`src/rtl/egress_tx_framer.sv`:
```
// Egress MAC framer: wraps a byte stream as an Ethernet frame on a GMII-style
// byte interface (preamble/SFD, zero pad, CRC32 FCS, inter-frame gap, underrun abort).
module egress_tx_framer #(
  parameter int unsigned PREAMBLE_BYTES = 7,
  parameter int unsigned MIN_FRAME      = 60,
  parameter bit          PAD_EN         = 1'b1,
  parameter int unsigned IFG_BYTES      = 12,
  parameter int unsigned CNT_W          = 32
) (
  input  logic             clk,
  input  logic             rst,
  input  logic             in_valid,
  input  logic [7:0]       in_data,
  input  logic             in_last,
  output logic             in_ready,
  output logic             gmii_tx_en,
  output logic             gmii_tx_er,
  output logic [7:0]       gmii_txd,
  output logic [CNT_W-1:0] stat_frames,
  output logic [CNT_W-1:0] stat_underruns,
  output logic             busy
);

  typedef enum logic [2:0] {
    S_IDLE, S_PRE, S_DATA, S_PAD, S_FCS, S_DROP, S_IFG
  } state_t;

  localparam logic [15:0] PRE_N = 16'(PREAMBLE_BYTES);
  localparam logic [15:0] IFG_N = 16'(IFG_BYTES);
  localparam logic [11:0] MIN_N = 12'(MIN_FRAME);

  state_t      state, state_nx;
  logic [15:0] cnt, cnt_nx;
  logic [10:0] byte_cnt, byte_cnt_nx, byte_cnt_inc;
  logic [11:0] byte_cnt_p1;
  logic [31:0] crc, crc_nx, crc_fcs;
  logic [7:0]  txd_nx;
  logic        tx_en_nx, tx_er_nx;
  logic        frame_inc, underrun_inc;

  // Reflected IEEE 802.3 CRC32, one byte per call, LSB first.
  function automatic logic [31:0] crc32_byte(input logic [31:0] c, input logic [7:0] b);
    logic [31:0] r;
    r = c ^ {24'h0, b};
    for (int unsigned i = 0; i < 8; i++)
      r = r[0] ? ((r >> 1) ^ 32'hEDB88320) : (r >> 1);
    return r;
  endfunction

  assign byte_cnt_inc = (byte_cnt == 11'h7FF) ? byte_cnt : byte_cnt + 11'd1;
  assign byte_cnt_p1  = {1'b0, byte_cnt} + 12'd1;
  assign crc_fcs      = ~crc;
  assign in_ready     = (state == S_DATA) || (state == S_DROP);
  assign busy         = (state != S_IDLE);

  always_comb begin
    state_nx     = state;
    cnt_nx       = cnt;
    byte_cnt_nx  = byte_cnt;
    crc_nx       = crc;
    txd_nx       = 8'h00;
    tx_en_nx     = 1'b0;
    tx_er_nx     = 1'b0;
    frame_inc    = 1'b0;
    underrun_inc = 1'b0;
    unique case (state)
      S_IDLE: begin
        if (in_valid) begin
          state_nx = S_PRE;
          txd_nx   = 8'h55;
          tx_en_nx = 1'b1;
          cnt_nx   = 16'd1;
        end
      end
      S_PRE: begin
        tx_en_nx = 1'b1;
        if (cnt < PRE_N) begin
          txd_nx = 8'h55;
          cnt_nx = cnt + 16'd1;
        end else begin
          txd_nx      = 8'hD5;
          state_nx    = S_DATA;
          crc_nx      = '1;
          byte_cnt_nx = '0;
        end
      end
      S_DATA: begin
        tx_en_nx = 1'b1;
        if (in_valid) begin
          txd_nx      = in_data;
          crc_nx      = crc32_byte(crc, in_data);
          byte_cnt_nx = byte_cnt_inc;
          if (in_last) begin
            cnt_nx   = '0;
            state_nx = (PAD_EN && (byte_cnt_p1 < MIN_N)) ? S_PAD : S_FCS;
          end
        end else begin
          // Underrun: one marked byte on the wire, then silently drain the packet.
          tx_er_nx     = 1'b1;
          underrun_inc = 1'b1;
          state_nx     = S_DROP;
        end
      end
      S_PAD: begin
        tx_en_nx    = 1'b1;
        crc_nx      = crc32_byte(crc, 8'h00);
        byte_cnt_nx = byte_cnt_inc;
        if (byte_cnt_p1 >= MIN_N) begin
          cnt_nx   = '0;
          state_nx = S_FCS;
        end
      end
      S_FCS: begin
        tx_en_nx = 1'b1;
        txd_nx   = crc_fcs[{cnt[1:0], 3'b000} +: 8];
        cnt_nx   = cnt + 16'd1;
        if (cnt[1:0] == 2'd3) begin
          frame_inc = 1'b1;
          cnt_nx    = '0;
          state_nx  = S_IFG;
        end
      end
      S_DROP: begin
        if (in_valid && in_last) begin
          cnt_nx   = '0;
          state_nx = S_IFG;
        end
      end
      S_IFG: begin
        cnt_nx = cnt + 16'd1;
        if (cnt_nx >= IFG_N) state_nx = S_IDLE;
      end
      default: state_nx = S_IDLE;
    endcase
  end

  always_ff @(posedge clk) begin
    if (rst) begin
      state          <= S_IDLE;
      cnt            <= '0;
      byte_cnt       <= '0;
      crc            <= '1;
      gmii_txd       <= '0;
      gmii_tx_en     <= 1'b0;
      gmii_tx_er     <= 1'b0;
      stat_frames    <= '0;
      stat_underruns <= '0;
    end else begin
      state      <= state_nx;
      cnt        <= cnt_nx;
      byte_cnt   <= byte_cnt_nx;
      crc        <= crc_nx;
      gmii_txd   <= txd_nx;
      gmii_tx_en <= tx_en_nx;
      gmii_tx_er <= tx_er_nx;
      if (frame_inc && (stat_frames != '1))
        stat_frames <= stat_frames + 1'b1;
      if (underrun_inc && (stat_underruns != '1))
        stat_underruns <= stat_underruns + 1'b1;
    end
  end

endmodule

```
`config.mk`:
```
export PLATFORM = sky130hd
export DESIGN_NAME = egress_tx_framer
export DESIGN_NICKNAME = d
export VERILOG_FILES = /design/src/rtl/egress_tx_framer.sv
export SDC_FILE = /design/constraint.sdc
export NUM_CORES = 1
export LEC_CHECK = 0
export BUFFER_PORTS_ARGS = -buffer_cell sky130_fd_sc_hd__buf_2
export CAP_MARGIN = 20
export CORE_ASPECT_RATIO = 1.25
export CORE_MARGIN = 10
export CORE_UTILIZATION = 65
export DETAILED_ROUTE_END_ITERATION = 8
export PLACE_DENSITY_LB_ADDON = 0.05
export SYNTH_ARGS = -nofsm -noshare
export SYNTH_HDL_FRONTEND = slang
export SYNTH_SLANG_ARGS = --single-unit
```
`constraint.sdc`:
```
create_clock -name clk -period 7 [get_ports clk]
set_clock_uncertainty 0.05 [all_clocks]
set_input_delay 1.4 -clock clk [delete_from_list [all_inputs] [get_ports clk]]
set_output_delay 1.4 -clock clk [all_outputs]
set_load 0.02 [all_outputs]
```
==> run summary, run 1 <==
After synthesis, the mean cell area works out to 8.31 µm². The internal cell power came out at 0.00179 W. The layout filler cell count came out at 1050.

The most common cell type on the critical path is sky130_fd_sc_hd__nand2_1. For the worst-skew pair, the clock arrives at the later sink with an insertion delay of 0.43 ns. The average wire length per cell after detail routing came out at 17.8 µm. The number of cells on the worst reg-to-reg path is 10.

For this run, the number of Yosys warnings is 0. The worst register-to-register path begins at cnt[0]$_SDFFE_PP0P_. The number of setup buffers added after CTS is 0. The tree is rooted in a sky130_fd_sc_hd__clkbuf_16. For this run, the leading register cell type out of synthesis is sky130_fd_sc_hd__dfxtp_1. The count of hold-fix buffers inserted at cts came out at 0. Measured against the total synthesized area, the mux share comes to 2.86%. The critical path data required time came out at 5.55 ns. The static leakage is 3.46 nW. The initial antenna violation count came out at 0. The global placer's final weighted congestion came out at 0.951. The cell area power density is 308 mW/mm².

The cell area reported after detailed placement is 0.00889 mm². Dividing the final minimum period by the clock period gives 59.3%. The final wirelength came out at 22.2 mm. The core region is 0.0127 mm². The count of endpoints failing hold in the final timing report came to 0.

In this run the horizontal extent of the chip is 122 µm. The quantity of I/O buffers inserted on ports is 87. The fraction of power consumed by combinational cells came out at 37.8%. The xor/xnor cell area share of the yosys netlist is 20.9%. Setup repair after global routing left no endpoint under its margin. In this run the worst hold path is classified as flop to flop. The arrival time of data at the critical path endpoint is 2.70 ns. The simple logic cell fraction of the synthesized area is 25.8%. The register-to-register setup slack is 3.29 ns.

The worst setup path is launched from a flop. The total routing resource utilization after global routing came out at 24.9%. The post-layout minimum cycle time came out at 4.15 ns. The worst supply voltage drop on vdd came out at 0.183 mV. Clock-pin slew was measured on the worst setup and hold paths at 0.06 ns.

The delay of the slowest cell on the worst path came out at 0.83 ns. Using the TritonRoute via totals, the vias-per-cell ratio works out to 6.13. The net count after synthesis came out at 1038.

After routing the design area is 0.00945 mm². The number of different library cells used by synthesis comes to 81. The path with the worst hold slack has its endpoint at stat_underruns[24]$_SDFFE_PP0P_.

The die footprint is 0.0180 mm². The flow ran to the end, and the final reports show no timing, DRC or antenna violations. The post-synthesis instance area is 0.00848 mm².

The critical-path maximum fanout came out at 25. The number of design-rule violations left by the first detailed-router iteration is 851. The area growth from synthesis to layout is 11.4%. Registers take 0.00272 mm².

The async set-or-reset flop fraction in the synthesized netlist is 0%. In this run, synthesis produced a sequential element count of 136. The number of nets in the final layout came out at 1086. The tool flagged a number of max-cap violations equal to 0. Once the clock tree was built, the resizer swapped 0 gates to a different size. Sequential elements use 32.1% of the synthesized area. The number of max-slew violations in the final report came out at 0. Summing the areas of all fa, ha and maj instances in the mapped netlist gives 1.00% of the synthesized area. After synthesis, the largest family of logic cells by area is simple AND/OR/NAND/NOR gates. In the final layout, the multi-input gates occupy 0.00543 mm². The highest clock frequency the design can meet came out at 241 MHz. Yosys mapped a number of flops with a built-in enable equal to 0. For this configuration, the core starts out at a cell density of 66.7%. The proportion of power drawn by the clock network came out at 29.0%. The post-route DRC violation count is 0. The number of primary I/O pins came out at 88. In this run the power spent charging and discharging nets is 0.00112 W. Of the total power, the share spent switching nets is 38.5%. The sum of overflow across all layers after global routing came out at 0. The number of global-route vias before repair is 7480. The count of nets left with antenna violations once routing finished came out at 0. The proportion of layout cells with a drive suffix above 1 came out at 14.8%. The launch point of the worst path is state[1]$_SDFFE_PP0P_. The worst slew margin relative to its limit is 37.1%. The post-synthesis compound-gate area fraction is 13.5%. The final number of setup-violating endpoints is 0. The slew at the pin with the worst max-slew slack came out at 0.944 ns. The relative contribution of sequential cells to total power is 33.1%. The chip height is 148 µm.

The signal on the critical path passes through nand2_1 -> nor2_1 -> inv_1 -> nand2_1 -> buf_2. The H-tree level count came out at 4. The slowest cell on the critical path is sky130_fd_sc_hd__dfxtp_1. Counting every instance in the synthesized netlist gives 1020. Summed over all failing endpoints, the final setup total negative slack is 0 ns.

In this run the most critical hold path is launched from stat_underruns[24]$_SDFFE_PP0P_. The CTS tree is yes. STA classifies the critical path endpoint as an output pin. The half-perimeter wire length of the detailed placement result is 15.0 mm.

For this design, the sink count on the clock tree is 136. The number of buffers on the longest clock path is 2. The count of inserted antenna diode cells came out at 0. The first global-routing pass estimated 37.1 mm of wire. The final route contains 7656 vias. The iteration count of the initial detailed-routing pass came out at 7.

The cell depth of the worst hold path is 2. The largest net degree at the start of global routing is 96. The worst flop-to-flop path endpoint is state[2]$_SDFFE_PP0P_. The worst setup path is of the flop to output pin kind. Counting the buffers created by CTS gives 17. The total number of placement rows came out at 46.
## metal layers
layer / up-vias / routed length, µm / global-route usage, %
met5: - / 0 / 0
met4: 0 / 494 / 10.3
met3: 46 / 1890 / 6.94
met2: 296 / 10700 / 40.4
met1: 3639 / 9140 / 30.1
li1: 3675 / - / -
## layout by cell type (no fill, tap or decap), types with 7 or more instances in the layout
master,instances
sky130_fd_sc_hd__o21ai_0,45
sky130_fd_sc_hd__xnor2_1,129
sky130_fd_sc_hd__clkbuf_16,17
sky130_fd_sc_hd__a31oi_1,13
sky130_fd_sc_hd__nand2b_1,22
sky130_fd_sc_hd__and4_1,14
sky130_fd_sc_hd__o21bai_1,7
sky130_fd_sc_hd__a21oi_1,59
sky130_fd_sc_hd__nor2b_1,14
sky130_fd_sc_hd__dfxtp_1,135
sky130_fd_sc_hd__inv_1,12
sky130_fd_sc_hd__xor2_1,53
sky130_fd_sc_hd__nand2_1,66
sky130_fd_sc_hd__or4_1,9
sky130_fd_sc_hd__o22ai_1,7
sky130_fd_sc_hd__buf_2,86
sky130_fd_sc_hd__or3_1,13
sky130_fd_sc_hd__and3_1,14
sky130_fd_sc_hd__a211oi_1,7
sky130_fd_sc_hd__nor2_1,126
sky130_fd_sc_hd__nand4_1,26
sky130_fd_sc_hd__mux4_2,8
sky130_fd_sc_hd__nor3_1,26
sky130_fd_sc_hd__nand3_1,39
## sequential cells by signal, indices dropped and copies added, names as in the netlist
register        flops
byte_cnt           11
stat_underruns     32
state               3
crc                32
gmii_txd            8
gmii_tx_en          1
gmii_tx_er          1
stat_frames        32
cnt                16
## worst max-delay path, delay by kind of cell, from the launching register on
| family | cells | cell delay, ns |
|---|---|---|
| simple gates | 3 | 1.12 |
| flops | 1 | 0.83 |
| buf+inv | 2 | 0.32 |
## how the worst max path moves through the flow
stage	end	slack [ns]
floorplan	in_ready	3.87
detailed placement	state[2]$_SDFFE_PP0P_	3.36
finish	in_ready	2.85
CTS	in_ready	2.91
global placement	in_ready	3.42
global route	in_ready	2.64
## power by group through the flow
stage          combinational, W  sequential, W  clock (W)
2_1_floorplan          0.000899       0.000923          0
3_3_place_gp            0.00106       0.000974          0
3_5_place_dp            0.00106       0.000977          0
4_1_cts                 0.00109       0.000960   0.000849
5_1_grt                 0.00120       0.000975   0.000884
6_report                0.00110       0.000962   0.000844
## cell families (layout without fill, tap and decap cells)
group,after synthesis,count (layout)
AND/OR/NAND/NOR,414,414
XOR/XNOR,190,190
AO/OA/AOI/OAI,184,184
flip-flops,136,136
buffers and inverters,75,136
multiplexers,14,14
adder cells (fa/ha/maj),7,7
## per-stage QoR
| stage | hold WS [ns] | power [W] | cells | setup slack, ns | util (%) |
|---|---|---|---|---|---|
| 6_report | 0.462 | 0.00291 | 1249 | 2.85 | 74.3 |
| 5_1_grt | 0.481 | 0.00306 | 1249 | 2.64 | 74.3 |
| 4_1_cts | 0.465 | 0.00290 | 1249 | 2.91 | 74.3 |
| 3_5_place_dp | 0.431 | 0.00204 | 1217 | 3.36 | 69.9 |
| 3_3_place_gp | 0.424 | 0.00203 | 1217 | 3.42 | 69.9 |
| 2_1_floorplan | 0.407 | 0.00182 | 1020 | 3.87 | - |
## cell usage after synthesis, types with 3 or more instances
master	instances	share of area [%]
sky130_fd_sc_hd__xnor3_1	3	0.80
sky130_fd_sc_hd__a21oi_1	59	3.5
sky130_fd_sc_hd__or3_1	13	0.96
sky130_fd_sc_hd__inv_1	12	0.53
sky130_fd_sc_hd__or2b_1	3	0.27
sky130_fd_sc_hd__and2_1	6	0.44
sky130_fd_sc_hd__xor2_1	53	5.5
sky130_fd_sc_hd__dfxtp_1	136	32
sky130_fd_sc_hd__nor3_1	26	1.5
sky130_fd_sc_hd__mux2i_1	4	0.47
sky130_fd_sc_hd__and4_1	14	1.4
sky130_fd_sc_hd__nor4_1	4	0.30
sky130_fd_sc_hd__buf_2	17	1.0
sky130_fd_sc_hd__or4_1	9	0.80
sky130_fd_sc_hd__o2111ai_1	3	0.31
sky130_fd_sc_hd__mux4_2	8	2.1
sky130_fd_sc_hd__buf_1	5	0.22
sky130_fd_sc_hd__a31oi_1	13	0.96
sky130_fd_sc_hd__a211o_1	6	0.62
sky130_fd_sc_hd__o22ai_1	7	0.52
sky130_fd_sc_hd__nand3b_1	5	0.44
sky130_fd_sc_hd__nor4_2	3	0.44
sky130_fd_sc_hd__a311oi_1	3	0.31
sky130_fd_sc_hd__nor2b_1	14	1.0
sky130_fd_sc_hd__nand3_1	39	2.3
sky130_fd_sc_hd__nor2_1	126	5.6
sky130_fd_sc_hd__o21bai_1	7	0.62
sky130_fd_sc_hd__clkbuf_1	36	1.6
sky130_fd_sc_hd__and3_1	14	1.0
sky130_fd_sc_hd__o21ai_0	45	2.7
sky130_fd_sc_hd__nand2_1	66	2.9
sky130_fd_sc_hd__a211oi_1	7	0.62
sky130_fd_sc_hd__nand4_1	26	1.9
sky130_fd_sc_hd__o31ai_1	5	0.44
sky130_fd_sc_hd__buf_4	4	0.35
sky130_fd_sc_hd__xnor2_1	129	13
sky130_fd_sc_hd__nand2b_1	22	1.6
sky130_fd_sc_hd__ha_1	6	0.89
sky130_fd_sc_hd__a21o_1	5	0.44
## final cells by class
| type | count | area share (%) |
|---|---|---|
| Sequential cell | 136 | 28.8 |
| Multi-Input combinational cell | 809 | 57.5 |
| Inverter | 12 | 0.477 |
| Timing Repair Buffer | 92 | 5.03 |
| Clock inverter | 12 | 0.993 |
| Tap cell | 168 | 2.22 |
| Clock buffer | 20 | 4.94 |
(Power assumes the default switching activity.)
==> run 2: changes to the inputs <==
--- a/config.mk
+++ b/config.mk
@@ -5,11 +5,12 @@
 export SDC_FILE = /design/constraint.sdc
 export NUM_CORES = 1
 export LEC_CHECK = 0
+export ABC_AREA = 1
 export BUFFER_PORTS_ARGS = -buffer_cell sky130_fd_sc_hd__buf_2
 export CAP_MARGIN = 20
 export CORE_ASPECT_RATIO = 1.25
 export CORE_MARGIN = 10
-export CORE_UTILIZATION = 65
+export CORE_UTILIZATION = 61
 export DETAILED_ROUTE_END_ITERATION = 8
 export PLACE_DENSITY_LB_ADDON = 0.05
 export SYNTH_ARGS = -nofsm -noshare
==> constraint.sdc (replaced) <==
create_clock -name clk -period 4.1 [get_ports clk]
set_clock_uncertainty 0.05 [all_clocks]
set_input_delay 0.82 -clock clk [delete_from_list [all_inputs] [get_ports clk]]
set_output_delay 0.82 -clock clk [all_outputs]
set_load 0.02 [all_outputs]
==> run 2 against run 1 <==
Wire length grew 25%; highest routed layer unchanged; critical endpoint is now byte_cnt[6]$_SDFFE_PP0P_; design area is 12% higher; flip-flop and latch count did not move.
==> run summary, run 2 <==
The delay of the slowest cell on the worst path was 0.59 ns (-0.24 ns). The post-synthesis instance area is 0.00943 mm² (+11%). The async set-or-reset flop fraction in the synthesized netlist is 0% (unchanged). The initial antenna violation count came out at 0 (unchanged).

The standard cell core area came out at 0.0151 mm² (+19%). The average wire length per cell after detail routing is 15.9 µm (-10%). The smallest setup slack after layout came out at 1.13 ns (-1.72 ns). The number of nets in the final layout is 1543 (+42%).

The met1 wire length is 11.7 mm (+28%). The detailed-route via count is 9861 (+29%). The number of design-rule violations left by the first detailed-router iteration is 963 (+13%). The critical path in this run is classified as flop to flop. The number of enable flip-flop cells after synthesis is 0 (unchanged).

The worst slew margin relative to its limit is 26.2% (-11 points). The met2 wire length came out at 13.2 mm (+24%). The count of endpoints failing hold in the final timing report is 0 (unchanged).

The count of hold-fix buffers inserted at cts is 0 (unchanged). The number of primary I/O pins is 88 (unchanged). The total routing resource utilization after global routing came out at 25.6% (+0.70 points). The number of buffers on the longest clock path is 2 (unchanged). After synthesis, the most frequently instantiated cells are 349 x sky130_fd_sc_hd__nand2_1, 159 x sky130_fd_sc_hd__inv_1, 148 x sky130_fd_sc_hd__nor2_1.

The largest net degree at the start of global routing came to 73 (-24%). The H-tree level count is 4 (unchanged). STA classifies the critical path startpoint as a flop. The footprint of the flip-flops and latches came to 0.00272 mm² (about the same). The post-route DRC violation count came out at 0 (unchanged). The largest registers in the layout are crc: 32 flops, stat_frames: 32 flops, stat_underruns: 32 flops. The cell area power density came out at 737 mW/mm² (+140%). The total number of placement rows is 50 (+8.7%). The number of global-route vias before repair came out at 9363 (+25%). The top cell types in the final layout, fill and taps aside, are 349 x sky130_fd_sc_hd__nand2_1, 159 x sky130_fd_sc_hd__inv_1, 148 x sky130_fd_sc_hd__nor2_1. The final wirelength came out at 27.8 mm (+25%).

The quantity of I/O buffers inserted on ports is 87 (unchanged). The arrival time of data at the critical path endpoint came out at 3.27 ns (+0.57 ns). The count of inserted antenna diode cells is 0 (unchanged). The final number of setup-violating endpoints came out at 0 (unchanged). The sum of overflow across all layers after global routing is 0 (unchanged).

The utilization of the core after routing came out at 70.1% (-4.2 points). The slew at the pin with the worst max-slew slack came out at 1.10 ns (+0.155 ns). The slowest stage of the critical path is the sky130_fd_sc_hd__nor2_1 cell.

The sum of met3 wire segment lengths after detailed routing came out at 1.80 mm (-4.8%). TritonCTS built the clock tree. The cell sitting at the root of the clock tree is a sky130_fd_sc_hd__clkbuf_16. For this run, the leading register cell type out of synthesis is sky130_fd_sc_hd__dfxtp_1. The number of max-slew violations in the final report came out at 0 (unchanged). The synthesized area per cell is 6.43 µm² (-23%). The static leakage came to 4.52 nW (+31%).

The post-route total power came out at 0.00779 W (+170%). By area the synthesized netlist is led by sky130_fd_sc_hd__dfxtp_1 29%, sky130_fd_sc_hd__nand2_1 14%, sky130_fd_sc_hd__a21oi_1 6.8%, sky130_fd_sc_hd__inv_1 6.3%, sky130_fd_sc_hd__o21ai_0 6.3%. The count of distinct cell types in the synthesized netlist is 48 (-41%). The warning count from the yosys run came out at 0 (unchanged). The proportion of layout cells with a drive suffix above 1 came to 11.4% (-3.4 points). The initial standard-cell utilization of the core was 62.5% (-4.1 points). The library cell used most frequently in the layout, excluding fill and tap cells, is sky130_fd_sc_hd__nand2_1. The number of clock sinks seen by CTS came out at 136 (unchanged).

The area growth from synthesis to layout came out at 12.1%. The layout filler cell count is 1374 (+31%). The endpoint class of the critical path is a flop. The net count after synthesis is 1484 (+43%). The sum of negative setup slack came to 0 ns (unchanged). The footprint of the multi-input gates is 0.00579 mm² (+6.6%). The half-perimeter wire length of the detailed placement result is 19.9 mm (+33%). Setup repair after global routing left no endpoint under its margin. The post-route cell area is 0.0106 mm² (+12%). The cell area reported after detailed placement is 0.00988 mm² (+11%). The fraction of post-synthesis cell area in the top cell type by area was 28.9% (-3.2 points). The critical-path maximum fanout is 16 (-36%). In the finished design, the share of the clock period the worst path needs comes to 72.4%. The global placer's final weighted congestion is 0.975 (+2.5%). The horizontal extent of the die is 131 µm (+7.4%).

The total CTS buffers is 17 (unchanged). Timing would allow up to 337 MHz. In the post-synthesis netlist, the cell with the most instances is sky130_fd_sc_hd__nand2_1. The number of setup buffers added after CTS came out at 0 (unchanged). For the finished layout, the period the worst path requires is 2.97 ns. The iteration count of the initial detailed-routing pass is 5 (-2). The most common cell type on the critical path is sky130_fd_sc_hd__nand3_1. The die footprint came out at 0.0209 mm² (+16%).

The worst-skew pair later-pin latency came out at 0.43 ns (about the same). Walking the worst path, the cells encountered are ha_1 -> nand2_1 -> nand3_1 -> nor2_1 -> nand3_1 -> nand2_2 -> inv_2 -> o31ai_1 -> buf_4 -> nor2_1 -> nand3_1 -> a21oi_1. The worst supply voltage drop on vdd is 0.345 mV (+89%).

The placement-stage worst setup slack was 1.26 ns (-2.10 ns). The number of instances resized during post-cts repair came out at 0 (unchanged). The cell count after synthesis came out at 1466 (+44%). The most area-hungry cell type in the Yosys netlist is sky130_fd_sc_hd__dfxtp_1.

The worst hold path belongs to the class flop to flop. Signal routing reaches up to met4. The post-route antenna net violation count was 0 (unchanged). The clock slew at the register clock pins of the worst setup and hold paths is 0.06 ns (about the same). The max-capacitance violation count is 0 (unchanged). The post-synthesis sequential element count is 136 (unchanged).

The chip height is 159 µm (+7.6%). The ratio of routed vias to standard cells came out at 5.65 (-7.9%). The wire length of the first global-routing pass came out at 45.2 mm (+22%). The critical path data required time came out at 4.40 ns (-1.15 ns). The sequential share of the synthesized area is 28.9% (-3.2 points). The flow ran to the end, and the final reports show no timing, DRC or antenna violations.
## run 2: metal layers
metal | GRT usage [%] | vias to the layer above
li1 | - | 4900
met1 | 30.7 | 4463
met2 | 43.1 | 414
met3 | 4.54 | 84
met4 | 12.3 | 0
met5 | 0 | -
## run 2: worst paths after layout
path	cells after the start	end	slack, ns	start
worst min register to register	2	stat_frames[25]$_SDFFE_PP0P_	0.43	stat_frames[25]$_SDFFE_PP0P_
worst max register to register	12	byte_cnt[6]$_SDFFE_PP0P_	1.13	cnt[1]$_SDFFE_PP0P_
worst min-delay path	2	stat_frames[25]$_SDFFE_PP0P_	0.43	stat_frames[25]$_SDFFE_PP0P_
worst max-delay path	12	byte_cnt[6]$_SDFFE_PP0P_	1.13	cnt[1]$_SDFFE_PP0P_
## run 2: critical path: cells and delay by family (launching register included)
family | cells | cell delay (ns)
and+or+nand+nor | 7 | 1.44
DFF | 1 | 0.56
buffers and inverters | 2 | 0.32
adders and majority gates | 1 | 0.27
AOI/OAI and AO/OA | 2 | 0.24
## run 2: area by class of cell
cell class,count,share of cell area [%]
Inverter,165,5.89
Clock inverter,13,2.03
Clock buffer,19,4.29
Sequential cell,136,25.8
Tap cell,208,2.46
Multi-Input combinational cell,1111,54.8
Timing Repair Buffer,94,4.74
## run 2: stage by stage
step / std cells / hold slack (ns)
after detailed placement: 1713 / 0.419
after floorplan: 1466 / 0.408
after global placement: 1713 / 0.414
after global routing: 1746 / 0.448
final: 1746 / 0.425
after CTS: 1745 / 0.429
## run 2: cell families (layout without fill, tap and decap cells)
family          after synthesis  in the layout  share of synthesized area [%]
flops                       136            136                           28.9
fa+ha+maj                     6              6                          0.796
compound gates              292            292                           16.6
buf+inv                     219            291                           9.69
xor+xnor                    106            106                           11.4
simple gates                707            707                           32.7
## run 2: where the power goes
part,internal (W),total [W],switching [W]
registers,0.00157,0.00194,0.000369
clock network,0.00112,0.00175,0.000629
logic,0.00145,0.00410,0.00266
==> run 3: changes to the inputs <==
--- a/config.mk
+++ b/config.mk
@@ -10,7 +10,7 @@
 export CAP_MARGIN = 20
 export CORE_ASPECT_RATIO = 1.25
 export CORE_MARGIN = 10
-export CORE_UTILIZATION = 61
+export CORE_UTILIZATION = 55
 export DETAILED_ROUTE_END_ITERATION = 8
 export PLACE_DENSITY_LB_ADDON = 0.05
 export SYNTH_ARGS = -nofsm -noshare
==> constraint.sdc (replaced) <==
create_clock -name clk -period 2.6 [get_ports clk]
set_clock_uncertainty 0.05 [all_clocks]
set_input_delay 0.52 -clock clk [delete_from_list [all_inputs] [get_ports clk]]
set_output_delay 0.52 -clock clk [all_outputs]
set_load 0.02 [all_outputs]
==> run 3 against run 2 <==
Hold slack worse by 0.11 ns; critical path depth fell by 2; maximum frequency up 26%; design area grew 1.3%; utilization is 6.5 points lower; first-iteration DRC count shrank 27%; via count rose by 0.48%; critical path type unchanged; largest power group unchanged.
==> run summary, run 3 (same netlist as run 2, synthesis figures left out) <==
The critical path data required time is 2.86 ns (-1.54 ns). The number of clock sinks seen by CTS is 136 (unchanged). The max-capacitance violation count came out at 0 (unchanged). The area growth from synthesis to layout is 13.5%. The startpoint of the most critical register-to-register path is crc[3]$_SDFFE_PP1P_. The number of design-rule violations left by the first detailed-router iteration was 701 (-27%).

Leaving out fill and tap cells, the most frequent cell in the layout is sky130_fd_sc_hd__nand2_1. The worst-skew pair later-pin latency is 0.43 ns (about the same). The final wirelength came out at 28.2 mm (+1.5%).

The half-perimeter wire length of the detailed placement result came out at 20.6 mm (+3.7%). Traced cell by cell, the critical path runs through inv_1 -> nand2_1 -> nand2_2 -> xnor2_1 -> xnor2_1 -> nand2_1 -> nand2_1 -> o21ai_0 -> o21ai_0 -> nand2_1. The die footprint came to 0.0228 mm² (+9.4%). Clock tree synthesis selected as its root buffer the cell sky130_fd_sc_hd__clkbuf_16. The delay of the slowest cell on the worst path is 0.61 ns (+0.02 ns). The horizontal extent of the die came out at 137 µm (+4.5%). The highest clock frequency the design can meet is 423 MHz (+26%). The post-route DRC violation count came out at 0 (unchanged). The worst supply voltage drop on vdd is 0.532 mV (+54%). The post-route antenna net violation count was 0 (unchanged).

The number of global-route vias before repair is 9318 (-0.48%). The count of inserted antenna diode cells was 0 (unchanged). The worst slew margin relative to its limit came to 51.4% (+25 points). In the layout the commonest cells are 349 x sky130_fd_sc_hd__nand2_1, 159 x sky130_fd_sc_hd__inv_1, 148 x sky130_fd_sc_hd__nor2_1. The iteration count of the initial detailed-routing pass came out at 7 (+2). The endpoint identified for the worst register-to-register timing path is crc[17]$_SDFFE_PP1P_. The static leakage came out at 4.60 nW (+1.8%). The post-route total power came out at 0.0122 W (+57%).

The most common cell type on the critical path is sky130_fd_sc_hd__nand2_1. The clock slew at the register clock pins of the worst setup and hold paths is 0.06 ns (about the same). The chip height is 166 µm (+4.6%). The standard cell core area came out at 0.0168 mm² (+12%).

The post-layout minimum cycle time came out at 2.36 ns (-0.605 ns). The worst hold margin is 0.314 ns (-0.111 ns). The detailed-route via count came out at 9908 (+0.48%). The cell area power density is 1140 mW/mm² (+55%). The total CTS buffers came out at 17 (unchanged).

The most critical setup path has its startpoint at crc[3]$_SDFFE_PP1P_. On the critical path, the stage with the largest delay is an instance of sky130_fd_sc_hd__dfxtp_1. The count of endpoints failing hold in the final timing report was 0 (unchanged). The sum of negative setup slack was 0 ns (unchanged).

The initial antenna violation count is 0 (unchanged). The number of max-slew violations in the final report is 0 (unchanged). The total number of placement rows came out at 53 (+6.0%). The arrival time of data at the critical path endpoint is 2.62 ns (-0.65 ns). The H-tree level count is 4 (unchanged).

The sum of overflow across all layers after global routing is 0 (unchanged). The number of setup buffers added after CTS is 0 (unchanged). The run finished with clean final reports. The initial standard-cell utilization of the core came to 56.0% (-6.6 points). The endpoint of the most critical setup path is crc[17]$_SDFFE_PP1P_. The final number of setup-violating endpoints was 0 (unchanged).

The final critical-path share of the clock period came out at 90.9% (+18 points). The placement-stage worst setup slack came to 0.270 ns (-0.991 ns). The register-to-register setup slack came out at 0.24 ns (-0.90 ns). The wire length of the first global-routing pass is 46.3 mm (+2.4%). The number of primary I/O pins came out at 88 (unchanged). Setup repair after global routing left no endpoint under its margin. The global placer's final weighted congestion is 0.964 (-1.1%). The ratio of routed vias to standard cells came out at 5.56 (-1.6%).

STA classifies the critical path endpoint as a flop. The largest registers in the layout are crc: 32 flops, stat_frames: 32 flops, stat_underruns: 32 flops. The critical-path maximum fanout came to 10 (-6). The largest net degree at the start of global routing came to 73 (unchanged).

The total routing resource utilization after global routing is 24.7% (-0.87 points). TritonCTS built the clock tree. The critical path is of the flop to flop type. The quantity of I/O buffers inserted on ports came out at 87 (unchanged). The slew at the pin with the worst max-slew slack is 0.727 ns (-0.372 ns). The cell depth of the worst flop-to-flop path is 10 (-2).

The number of buffers on the longest clock path came out at 2 (unchanged). The smallest setup slack after layout is 0.238 ns (-0.895 ns). The number of nets in the final layout is 1568 (+1.6%). STA classifies the critical path startpoint as a flop. The proportion of layout cells with a drive suffix above 1 was 12.8% (+1.4 points). The average wire length per cell after detail routing is 15.8 µm (-0.58%). The worst hold path belongs to the class primary input to flop.
[run 3: timing repair]
action | in CTS | in global routing
setup endpoints to repair | 0 | 13
hold buffers | 0 | 0
gates resized for setup | 0 | 1
[run 3: metal layers]
metal / GRT usage, % / wire length (µm)
met1: 30.5 / 12000
met4: 9.87 / 756
met5: 0 / 0
met3: 4.90 / 1990
met2: 40.7 / 13500
[run 3: where the power goes]
| part | internal [W] | total [W] | switching [W] | leakage, nW |
|---|---|---|---|---|
| logic | 0.00247 | 0.00679 | 0.00433 | 3.22 |
| registers | 0.00247 | 0.00299 | 0.000519 | 1.11 |
| clock network | 0.00142 | 0.00243 | 0.00101 | 0.274 |
| total | 0.00635 | 0.0122 | 0.00586 | 4.60 |
[run 3: layout make-up]
type,instances,area [µm²]
clock buffer,18,429
clock inverter,14,151
fill,1597,6140
inverter,165,622
multi-input combinational,1111,5800
sequential,136,2720
tap,220,275
timing repair buffer,119,701
[run 3: through the flow]
stage          util [%]  area [µm²]  std cells
6_report           63.5       10700       1783
5_1_grt            63.5       10700       1783
4_1_cts            63.5       10700       1783
3_5_place_dp       60.0       10100       1751
3_3_place_gp       60.0       10100       1751
2_1_floorplan         -        9430       1466
[run 3: how the worst min path moves through the flow]
stage	startpoint	to	cells past startpoint
after floorplan	byte_cnt[10]$_SDFFE_PP0P_	byte_cnt[10]$_SDFFE_PP0P_	2
after global placement	stat_frames[25]$_SDFFE_PP0P_	stat_frames[25]$_SDFFE_PP0P_	2
after detailed placement	stat_frames[25]$_SDFFE_PP0P_	stat_frames[25]$_SDFFE_PP0P_	2
after CTS	in_data[2]	gmii_txd[2]$_SDFF_PP0_	3
after global routing	in_data[0]	gmii_txd[0]$_SDFF_PP0_	3
final	in_data[2]	gmii_txd[2]$_SDFF_PP0_	3
[run 3: worst max-delay path, delay by kind of cell, from the launching register on]
kind	cells	cell delay, ns
xor+xnor	2	0.61
compound gates	2	0.28
simple gates	5	0.48
flops	1	0.61
buf+inv	1	0.22
